`config.mk`:
```
export PLATFORM = sky130hd
export DESIGN_NAME = gray_decoder_flat
export DESIGN_NICKNAME = d
export VERILOG_FILES = /design/src/rtl/gray_decoder_if.sv /design/src/rtl/gray_decoder.sv /design/src/flat_wrapper.sv
export SDC_FILE = /design/constraint.sdc
export NUM_CORES = 1
export LEC_CHECK = 0
export BUFFER_PORTS_ARGS = -buffer_cell sky130_fd_sc_hd__buf_2
export CAP_MARGIN = 25
export CORE_ASPECT_RATIO = 1.1
export CORE_MARGIN = 8
export CORE_UTILIZATION = 36
export CTS_BUF_LIST = sky130_fd_sc_hd__clkbuf_2 sky130_fd_sc_hd__clkbuf_4 sky130_fd_sc_hd__clkbuf_8
export CTS_CLUSTER_DIAMETER = 50
export DETAILED_ROUTE_END_ITERATION = 8
export SLEW_MARGIN = 10
export SYNTH_ARGS = -nofsm -noshare
export SYNTH_HDL_FRONTEND = slang
export SYNTH_SLANG_ARGS = --single-unit
export TNS_END_PERCENT = 20
```
`constraint.sdc`:
```
create_clock -name Clk -period 2.6 [get_ports Clk]
set_input_delay 0.39 -clock Clk [delete_from_list [all_inputs] [get_ports Clk]]
set_output_delay 0.39 -clock Clk [all_outputs]
set_load 0.01 [all_outputs]
```
`src/rtl/gray_decoder_if.sv`:
```
// Gray stream from the counter into the decoder, plus the decoder's status.
// The slave modport is the decoder side; the master modport is the producer/observer side.
interface gray_decoder_if #(
  parameter int WIDTH  = 3,
  parameter int WRAP_W = 4
);
  logic              Valid;
  logic [WIDTH-1:0]  Gray;
  logic              OvfIn;
  logic              Resync;
  logic [WIDTH-1:0]  Binary;
  logic              Locked;
  logic              Step;
  logic              Wrap;
  logic [WRAP_W-1:0] WrapCnt;
  logic              Error;
  logic              Down;

  modport master (
    output Valid, Gray, OvfIn, Resync,
    input  Binary, Locked, Step, Wrap, WrapCnt, Error, Down
  );
  modport slave (
    input  Valid, Gray, OvfIn, Resync,
    output Binary, Locked, Step, Wrap, WrapCnt, Error, Down
  );
endinterface

```
`src/rtl/gray_decoder.sv`:
```
// Gray-to-binary receiver: acquires, tracks single-step advances, counts wraps and latches protocol errors.
// Optional macro GRAY_DEC_BIDIR_EN also accepts -1 steps (Down pulse, underflow decrements WrapCnt).
module gray_decoder #(
  parameter int WIDTH  = 3,
  parameter int WRAP_W = 4
) (
  input  logic          Clk,
  input  logic          Reset,
  gray_decoder_if.slave bus
);
  typedef enum logic [1:0] {ACQ, TRACK, ERR} state_t;

  localparam logic [WIDTH-1:0]  BMAX    = '1;
  localparam logic [WRAP_W-1:0] CNT_MAX = '1;

  state_t            state;
  logic [WIDTH-1:0]  dec, inc, binary;
  logic [WRAP_W-1:0] wrap_cnt;
  logic              locked, step, wrap, error;

  // Binary bit i is the XOR of all Gray bits at or above i.
  for (genvar i = 0; i < WIDTH; i++) begin : g_dec
    assign dec[i] = ^(bus.Gray >> i);
  end

  assign inc = binary + 1'b1;

`ifdef GRAY_DEC_BIDIR_EN
  logic [WIDTH-1:0] dcr;
  logic             down;
  assign dcr = binary - 1'b1;
`endif

  always_ff @(posedge Clk) begin
    if (Reset) begin
      state    <= ACQ;
      binary   <= '0;
      locked   <= 1'b0;
      step     <= 1'b0;
      wrap     <= 1'b0;
      wrap_cnt <= '0;
      error    <= 1'b0;
`ifdef GRAY_DEC_BIDIR_EN
      down     <= 1'b0;
`endif
    end else begin
      step <= 1'b0;
      wrap <= 1'b0;
`ifdef GRAY_DEC_BIDIR_EN
      down <= 1'b0;
`endif
      if (bus.Resync) begin
        // A sample arriving with Resync is deliberately dropped.
        state    <= ACQ;
        error    <= 1'b0;
        locked   <= 1'b0;
        wrap_cnt <= '0;
      end else begin
        case (state)
          ACQ: if (bus.Valid) begin
            binary <= dec;
            locked <= 1'b1;
            state  <= TRACK;
          end
          TRACK: if (bus.Valid) begin
            if (dec == binary) begin
              // repeat of the current value: nothing to do
            end else if (dec == inc) begin
              binary <= dec;
              step   <= 1'b1;
              if (binary == BMAX) begin
                wrap <= 1'b1;
                if (wrap_cnt != CNT_MAX) wrap_cnt <= wrap_cnt + 1'b1;
              end
              // The advance is kept even when the overflow flag disagrees.
              if (bus.OvfIn != (binary == BMAX)) begin
                error <= 1'b1;
                state <= ERR;
              end
`ifdef GRAY_DEC_BIDIR_EN
            end else if (dec == dcr) begin
              binary <= dec;
              down   <= 1'b1;
              if (binary == '0) begin
                wrap <= 1'b1;
                if (wrap_cnt != '0) wrap_cnt <= wrap_cnt - 1'b1;
              end
              if (bus.OvfIn != (binary == '0)) begin
                error <= 1'b1;
                state <= ERR;
              end
`endif
            end else begin
              error  <= 1'b1;
              locked <= 1'b0;
              state  <= ERR;
            end
          end
          default: ;
        endcase
      end
    end
  end

  assign bus.Binary  = binary;
  assign bus.Locked  = locked;
  assign bus.Step    = step;
  assign bus.Wrap    = wrap;
  assign bus.WrapCnt = wrap_cnt;
  assign bus.Error   = error;
`ifdef GRAY_DEC_BIDIR_EN
  assign bus.Down    = down;
`else
  assign bus.Down    = 1'b0;
`endif
endmodule

```
`src/flat_wrapper.sv`:
```
// flat-port wrapper written by rule: the top's interface ports become plain ports
module gray_decoder_flat 
#(
  parameter int WIDTH  = 3,
  parameter int WRAP_W = 4
)
  (Clk, Reset, bus_Valid, bus_Gray, bus_OvfIn, bus_Resync, bus_Binary, bus_Locked, bus_Step, bus_Wrap, bus_WrapCnt, bus_Error, bus_Down);
  gray_decoder_if #(.WIDTH(WIDTH), .WRAP_W(WRAP_W)) bus_i ();
  input  logic Clk;
  input  logic Reset;
  input wire logic [$bits(bus_i.Valid)-1:0] bus_Valid;
  input wire logic [$bits(bus_i.Gray)-1:0] bus_Gray;
  input wire logic [$bits(bus_i.OvfIn)-1:0] bus_OvfIn;
  input wire logic [$bits(bus_i.Resync)-1:0] bus_Resync;
  output wire logic [$bits(bus_i.Binary)-1:0] bus_Binary;
  output wire logic [$bits(bus_i.Locked)-1:0] bus_Locked;
  output wire logic [$bits(bus_i.Step)-1:0] bus_Step;
  output wire logic [$bits(bus_i.Wrap)-1:0] bus_Wrap;
  output wire logic [$bits(bus_i.WrapCnt)-1:0] bus_WrapCnt;
  output wire logic [$bits(bus_i.Error)-1:0] bus_Error;
  output wire logic [$bits(bus_i.Down)-1:0] bus_Down;
  assign bus_i.Valid = bus_Valid;
  assign bus_i.Gray = bus_Gray;
  assign bus_i.OvfIn = bus_OvfIn;
  assign bus_i.Resync = bus_Resync;
  assign bus_Binary = bus_i.Binary;
  assign bus_Locked = bus_i.Locked;
  assign bus_Step = bus_i.Step;
  assign bus_Wrap = bus_i.Wrap;
  assign bus_WrapCnt = bus_i.WrapCnt;
  assign bus_Error = bus_i.Error;
  assign bus_Down = bus_i.Down;
  gray_decoder #(.WIDTH(WIDTH), .WRAP_W(WRAP_W)) u_core (.Clk(Clk), .Reset(Reset), .bus(bus_i));
endmodule
```
==> run metrics, run 1 <==
outcome completed; GRT met3 Usage 0.0424; Overall Power between 400 and 500 uW; grt met1 use 0.0936; all-layer global routing usage 0.0927; Leak Pwr 0.398 nW; period utilization 0.888; adder-cell share of the synthesized area 0.0446; register area share after synthesis 0.310; share of the synthesized area in the top cell type 0.310; FF-to-FF setup slack roughly 0.3 ns; # diodes 0; max frequency 0.433 GHz; routability cong. between 0.8 and 0.9; DRC viols 0; Clock Latency Late Sink roughly 0.28 ns; startpoint types flop; # placed instances 135; dominant cells by area after synthesis dfxtp_1 31%, mux2i_1 8.3%, nand2_1 5.4%, ha_1 4.5%, a2111oi_4 3.3%; Hold Slack around 0.45 ns; Routed Antenna Nets 0; Reg-to-Reg Start u_core.bus.Binary[0]; CTS clk-pin slew, worst paths 0.08 ns; Setup Viol. Count Final 0; number of nets in the layout between 100 and 150; main combinational cell family by area after synthesis simple AND/OR/NAND/NOR gates; Chip Height between 60 and 70 microns; Setup TNS Final 0 ns; Max Cap Violations 0; Via density 5.12; Routed WL 1.75 mm; gr busiest metal met2; CTS tree done; post-synthesis compound-gate area fraction 0.205; vias in the first global route just under 700; port buffer count 18; mapped cell area approximately 840 sq um; PwrDens 434 nW/um^2; layout cells sized above 1 0.275; CTS Hold Buffers Added 0; Max clock buf depth 2; Mapped Avg Cell Area approximately 9.3 sq um; Post-Syn Nets 101; core area ~2200 sq um; Final Critical Period between 2 and 2.5 ns; GR Util met2 0.164; RSZ-0062 raised after global routing no; worst setup margin between 0.2 and 0.3 ns; die area a little over 4000 sq um; Final Max Tran Viols 0; Worst Setup End Kind flop; total CTS buffers 3; final non-filler cell total around 140; largest net degree at the start of global routing 11; antenna violations before repair 0; Synth Warn # 0; Synth Register Bits 13; Post-Synth Simple-Gate Area 0.241; layout overhead on the synthesized area 15.9%; Ports 20; initial core utilization 0.377; hold path endpoint u_core.bus.Binary[2]; hold path depth 3; CTS sink cnt 13; row cnt 18; Hold Crit Class in -> reg; GR Overflow Total 0; largest area contributor in the netlist dfxtp_1; Vias about 710; CTS H-tree depth 1; r2r worst-path depth 6; CP Data Arrival Time 2.49 ns; post-CTS sizing 0; global-route wire length before repair roughly 2.9 mm; post-synthesis mux area share 0.0967; Fin Clk Skew between 0.006 and 0.007 ns; WL per Instance 12.6 microns; post-CTS setup buffer count 0; first drt pass iteration count 4; Required @ worst endpoint 2.78 ns; Worst Path Max Fanout 7; initial detailed-routing violation count 22; DIE WIDTH slightly above 60 microns; clock root buffer clkbuf_4; Worst Min Path Start bus_Gray[2]; dpl hpwl 1.41 mm; pre-CTS setup slack 0.296 ns; final hold vios 0; Yosys cell types 38; Max rail drop VDD just under 0.3 mV; CP Class reg -> reg; Synth Instances 90; xor/xnor share of the synthesized area 0.0521; FF-to-FF End u_core.bus.Binary[1]
## logic make-up after synthesis
group           Yosys count
fa+ha+maj                 3
flops                    13
xor+xnor                  5
simple gates             37
mux                       8
compound gates           16
buf+inv                   7
other cells               1
## report_power, final
part	total [mW]	switching (mW)	internal [mW]
Sequential	0.210	0.00650	0.204
Combinational	0.0747	0.0428	0.0319
Clock	0.138	0.0675	0.0701
Total	0.423	0.117	0.306
## worst max-delay path by stage
stage                     cells after the start                   end            startpoint
after global placement                        6  u_core.bus.Binary[1]  u_core.bus.Binary[0]
final                                         6  u_core.bus.Binary[1]  u_core.bus.Binary[0]
after CTS                                     6  u_core.bus.Binary[1]  u_core.bus.Binary[0]
after global routing                          6  u_core.bus.Binary[1]  u_core.bus.Binary[0]
after floorplan                               6  u_core.bus.Binary[1]  u_core.bus.Binary[0]
after detailed placement                      6  u_core.bus.Binary[1]  u_core.bus.Binary[0]
## metrics by stage
step	util	area, sq um
6_report	0.437	975
4_1_cts	0.437	975
5_1_grt	0.437	975
3_3_place_gp	0.424	945
2_1_floorplan	-	841
3_5_place_dp	0.424	945
## area by class of cell
cell class | count | area [sq um]
Sequential cell | 13 | 260
Tap cell | 30 | 37.5
Multi-Input combinational cell | 70 | 542
Timing Repair Buffer | 18 | 90.1
Inverter | 4 | 15.0
Clock buffer | 4 | 30.0
Fill cell | 211 | 1250
## cell usage in the layout, fill, tap and decap left out, types with 3 or more instances in the layout
cell,n
ha_1,3
mux2i_1,7
clkbuf_4,4
nand2_1,12
a21oi_1,4
buf_2,18
nand3_1,4
xnor2_1,3
dfxtp_1,13
inv_1,4
or3_1,4
nor2_1,3
## Yosys cell counts
master / n
nor2_1: 3
and2_1: 1
nor3b_1: 1
buf_4: 1
nand3_1: 4
a21oi_1: 4
or2_2: 1
or3_4: 1
xor2_1: 2
buf_6: 1
buf_2: 1
or3_1: 4
o221a_2: 1
dfxtp_1: 13
a211oi_2: 1
nand2_1: 12
conb_1: 1
a221oi_1: 2
nor2b_1: 2
a311o_1: 1
xnor2_1: 3
or2b_1: 1
a311oi_1: 1
mux2_1: 1
and4_1: 1
nand2b_1: 2
a211oi_1: 1
mux2i_1: 7
and3b_1: 2
nand4_1: 1
o211ai_2: 1
a211o_4: 1
a31oi_4: 1
a2111oi_4: 1
a31oi_1: 1
nor3_1: 1
ha_1: 3
inv_1: 4
## metal layers
metal	share of wire	up-vias
li1	-	365
met1	0.43	333
met3	0.055	3
met4	0.0074	0
met2	0.51	10
met5	0	-
## worst max-delay path: stages, from the launching register on
cell and delay [ns]:
dfxtp_1 0.36, ha_1 0.22, ha_1 0.31, or3_4 0.34, a211o_4 0.39, a31oi_4 0.24
mux2_1 0.34
## sequential cells by signal, indices dropped and copies added (netlist names)
signal and count:
u_core.bus.Binary 3, u_core.bus.Locked 1, u_core.bus.Error 1, u_core.bus.Wrap 1
u_core.bus.WrapCnt 4, u_core.state 2, u_core.bus.Step 1
Power figures use the tool's default switching activity.
==> run 2, diff against run 1 <==
Clock period 2.6 ns to 2 ns, I/O delays scaled along.
==> run 2 against run 1 <==
- register-to-register slack lost 0.33 ns
- largest power group unchanged
- the run now ends with negative setup slack left
- routed wire length is 9.1% higher
- fmax increased by 13%
- total power increased by 32%
- setup slack lost 0.33 ns
==> run metrics, run 2 (synthesis gave the netlist of run 1 again) <==
Ports 20; Max Cap Violations 0; first drt pass iteration count 4; pre-CTS setup slack -0.0533 ns; antenna violations before repair 0; outcome finished with violations; Worst Max-Slew Pin Slew 0.556 ns; Reg-to-Reg Start u_core.bus.Binary[1]; fillers around 230; RSZ-0062 raised after global routing yes; final hold vios 0; # diodes 0; dpl hpwl around 1.5 mm; Worst Path Max Fanout 5; CTS sink cnt 13; Required @ worst endpoint ~2.2 ns; relative slew slack 0.628; Via density between 4 and 5; core area 2230 sq um; port buffer count 18; global-route wire length before repair around 3.4 mm; Fin Clk Skew ~0.0095 ns; failing checks negative setup slack; WL per Instance around 13 microns; worst setup margin -0.0354 ns; GR Overflow Total 0; period utilization 1.02; Overall Power about 560 uW; Placed Area between 1000 and 1500 sq um; Hold Crit Class in -> reg; Clock Latency Late Sink about 0.28 ns; Max clock buf depth 2; Worst Min Path Start bus_Resync; initial detailed-routing violation count 14; commonest non-fill, non-tap cells in the layout 18 x buf_2, 12 x nand2_1, 10 x dfxtp_1; DIE WIDTH just over 60 microns; Routed Antenna Nets 0; vias in the first global route between 700 and 800; startpoint types flop; crit-path cells ha_4 -> ha_4 -> or3_4 -> a211o_4 -> a31oi_4 -> mux2_4; clock root buffer clkbuf_4; Final Max Tran Viols 0; Setup Viol. Count Final 3; Worst Setup End Kind flop; max incr delay on CP ~0.38 ns; PwrDens ~520 nW/um^2; DRC viols 0; Leak Pwr roughly 0.42 nW; Chip Height approximately 67 microns; CP Data Arrival Time 2.20 ns; routability cong. around 0.84; worst setup path startpoint u_core.bus.Binary[1]; CP Class reg -> reg; Final Cell Area ~1100 sq um; largest net degree at the start of global routing 10; CP max stage cell a211o_4; row cnt 18; Final Critical Period 2.04 ns; max frequency a little under 0.5 GHz; die area 4140 sq um; CTS H-tree depth 1; max FFs per register 4; Max rail drop VDD about 0.22 mV; CTS clk-pin slew, worst paths approximately 0.090 ns; layout cells sized above 1 0.374; all-layer global routing usage 0.108; number of nets in the layout 127; initial core utilization 0.377; layout overhead on the synthesized area 26.8%; total CTS buffers 3; Vias 716; most common cell after layout, fill and taps aside buf_2; CTS tree done; Setup TNS Final -0.0563 ns; Most common cell on crit path ha_4; Routed WL approximately 1.9 mm
[run 2: changes by cell type in the layout (fill, tap and decap cells not counted), sizes merged]
cell	delta
clkbuf	-1
clkinv	+1
buf	+6
[run 2: area by class of cell]
type	instances	area, sq um	share of cell area
inverter	4	15.0	0.0141
sequential	13	269	0.252
timing repair buffer	24	135	0.127
clock buffer	3	22.5	0.0211
clock inverter	1	5.00	0.00469
multi-input combinational	70	582	0.546
tap	30	37.5	0.0352
[run 2: per-stage QoR]
stage                     instances  utilization  hold slack, ns
after global placement          141        0.461           0.468
after detailed placement        141        0.461           0.476
after floorplan                  90            -           0.463
after CTS                       145        0.473           0.347
final                           145        0.478           0.359
after global routing            145        0.478           0.387
[run 2: layer usage]
metal  up-vias  wire length [microns]  GRT usage  share of wire
li1        377                      -          -              -
met1       321                    928      0.139           0.49
met2        14                    863      0.159           0.45
met3         4                     65     0.0116          0.034
met4         0                     54     0.0769          0.028
met5         -                      0          0              0
[run 2: power by group]
group	total [mW]	switching, mW	internal (mW)
Clock	0.168	0.0943	0.0742
Sequential	0.271	0.00644	0.265
Combinational	0.118	0.0635	0.0547
[run 2: critical path, delay by kind of cell, from the launching register on]
kind / cells / cell delay [ns]
compound gates: 2 / 0.56
fa+ha+maj: 2 / 0.37
flops: 1 / 0.36
simple gates: 1 / 0.32
mux: 1 / 0.32
[run 2: path summary, 6_finish.rpt]
check	to	slack (ns)	depth (start not counted)
setup reg to reg	u_core.bus.Binary[1]	-0.04	6
hold reg to reg	u_core.bus.Error	0.48	2
setup / recovery	u_core.bus.Binary[1]	-0.04	6
hold / removal	u_core.bus.WrapCnt[2]	0.36	3
[run 2: repair_timing]
| item | CTS | global route |
|---|---|---|
| buffers inserted | 0 | 0 |
| hold endpoints to repair | 0 | 0 |
| gates resized for setup | 0 | 2 |
| pin swaps | 2 | 2 |
| hold buffers | 0 | 0 |
| endpoints found under the setup margin | 6 | 8 |
==> run 3, diff against run 2 <==
Settings changed: CORE_MARGIN 8 to not set, GPL_TIMING_DRIVEN set to 0.
==> run 3 against run 2 <==
- the run still ends with negative setup slack left
- clock power grew 6%
- design area grew 1.1%
- highest routed layer unchanged
- clock skew down 0.0066 ns
- largest power group unchanged
- clock-buffer cell count rose by 1
- critical path type unchanged
==> run metrics, run 3 (synthesis gave the netlist of run 1 again) <==
# diodes 0; port buffer count 16; Leak Pwr ~0.42 nW; number of nets in the layout 126; GR Overflow Total 0; initial core utilization 0.377; Clock Latency Late Sink approximately 0.28 ns; Fin Clk Skew about 0.0028 ns; hold path endpoint u_core.bus.Binary[2]; CTS tree done; Max clock buf depth 2; layout overhead on the synthesized area 28.1%; CTS sink cnt 13; r2r worst-path depth 6; Final Critical Period between 2 and 2.5 ns; Placed Area about 1000 sq um; Worst Min Path Start bus_Gray[2]; CTS Hold Buffers Added 0; most common cell after layout, fill and taps aside buf_2; Hold Crit Class in -> reg; largest net degree at the start of global routing 11; Overall Power about 570 uW; Worst Setup End Kind flop; Via density roughly 5.0; vias in the first global route between 600 and 700; Routed Antenna Nets 0; Routed WL around 1.7 mm; Reg-to-Reg Start u_core.bus.Binary[1]; CP Data Arrival Time ~2.2 ns; DIE WIDTH approximately 48 microns; row cnt 18; Setup Viol. Count Final 5; period utilization 1.03; FF-to-FF End u_core.bus.Binary[1]; total CTS buffers 3; Max rail drop VDD between 0.2 and 0.3 mV; core area 2230 sq um; final hold vios 0; startpoint types flop; die area roughly 2500 sq um; all-layer global routing usage 0.156; Vias 725; first drt pass iteration count 4; Chip Height 52.7 microns; PwrDens around 530 nW/um^2; outcome finished with violations; max FFs per register 4; global-route wire length before repair ~2.8 mm; clock root buffer clkbuf_4; hold path depth 3; initial detailed-routing violation count 5; commonest non-fill, non-tap cells in the layout 17 x buf_2, 12 x nand2_1, 10 x dfxtp_1; antenna violations before repair 0; worst setup margin -0.0528 ns; Worst Path Max Fanout 4; pre-CTS setup slack -0.101 ns; Final Max Tran Viols 0; Ports 20; CTS H-tree depth 1; CP Class reg -> reg; Max Cap Violations 0; RSZ-0062 raised after global routing yes; final non-filler cell total 144; # placed instances 136; FF-to-FF setup slack -0.05 ns; failing checks negative setup slack; layout cells sized above 1 0.377; Final Cell Area 1080 sq um; WL per Instance 11.8 microns; CTS clk-pin slew, worst paths 0.08 ns; Required @ worst endpoint 2.17 ns; DRC viols 0; max frequency around 0.49 GHz; dpl hpwl around 1.3 mm; routability cong. roughly 0.75
-- run 3: cell count changes in the layout (fill, tap and decap cells not counted) --
cell / change
a211oi_2: +1
a211oi_4: -1
buf_2: -1
buf_4: -2
buf_6: +2
clkbuf_4: +1
clkinv_2: -1
nor3_1: -1
nor3_2: +1
o211ai_2: -1
o211ai_4: +1
-- run 3: cell type report --
class	count	area (sq um)
multi-input cells	70	588
fillers	214	1150
well taps	30	37.5
plain buffers	3	23.8
flip-flops and latches	13	269
inverters	4	15.0
clock buffers	4	30.0
repair buffers	20	114
-- run 3: how the worst max path moves through the flow --
| stage | startpoint | endpoint | slack [ns] |
|---|---|---|---|
| floorplan | u_core.bus.Binary[0] | u_core.bus.Binary[1] | -0.04 |
| global placement | u_core.bus.Binary[0] | u_core.bus.Binary[1] | -0.09 |
| detailed placement | u_core.bus.Binary[1] | u_core.bus.WrapCnt[3] | -0.10 |
| CTS | u_core.bus.Binary[1] | u_core.bus.Binary[1] | -0.09 |
| global route | u_core.bus.Binary[1] | u_core.bus.Locked | -0.11 |
| finish | u_core.bus.Binary[1] | u_core.bus.Binary[1] | -0.05 |
-- run 3: through the flow --
stage               hold WS (ns)  utilization  setup TNS (ns)
floorplan                  0.463            -         -0.0733
global placement           0.463        0.447          -0.260
detailed placement         0.469        0.447          -0.303
CTS                        0.279        0.478          -0.436
global route               0.297        0.483          -0.735
finish                     0.286        0.483          -0.219
-- run 3: per-layer routing --
| layer | up-vias | GRT usage | part of all wire |
|---|---|---|---|
| li1 | 375 | - | - |
| met1 | 333 | 0.183 | 0.45 |
| met2 | 14 | 0.270 | 0.51 |
| met3 | 3 | 0.0207 | 0.028 |
| met4 | 0 | 0.0694 | 0.015 |
| met5 | - | 0 | 0 |
-- run 3: timing repair --
action	4_1_cts	5_1_grt
pin swaps	4	2
endpoints found under the hold margin	0	0
endpoints found under the setup margin	4	12
cloned	0	0
resized for setup	2	2
buffers inserted	4	0
-- run 3: worst max-delay path, cell delays in order (launching register included) --
cell,delay (ns)
dfxtp_4,0.36
ha_4,0.16
ha_4,0.22
or3_4,0.32
a211o_4,0.37
a31oi_4,0.19
mux2_4,0.32
-- run 3: power by group --
part / switching [mW] / total (mW) / internal, mW / leakage (nW)
Clock: 0.0876 / 0.178 / 0.0909 / 0.0184
Combinational: 0.0625 / 0.119 / 0.0563 / 0.295
Sequential: 0.00789 / 0.272 / 0.264 / 0.107
Total: 0.158 / 0.570 / 0.412 / 0.421
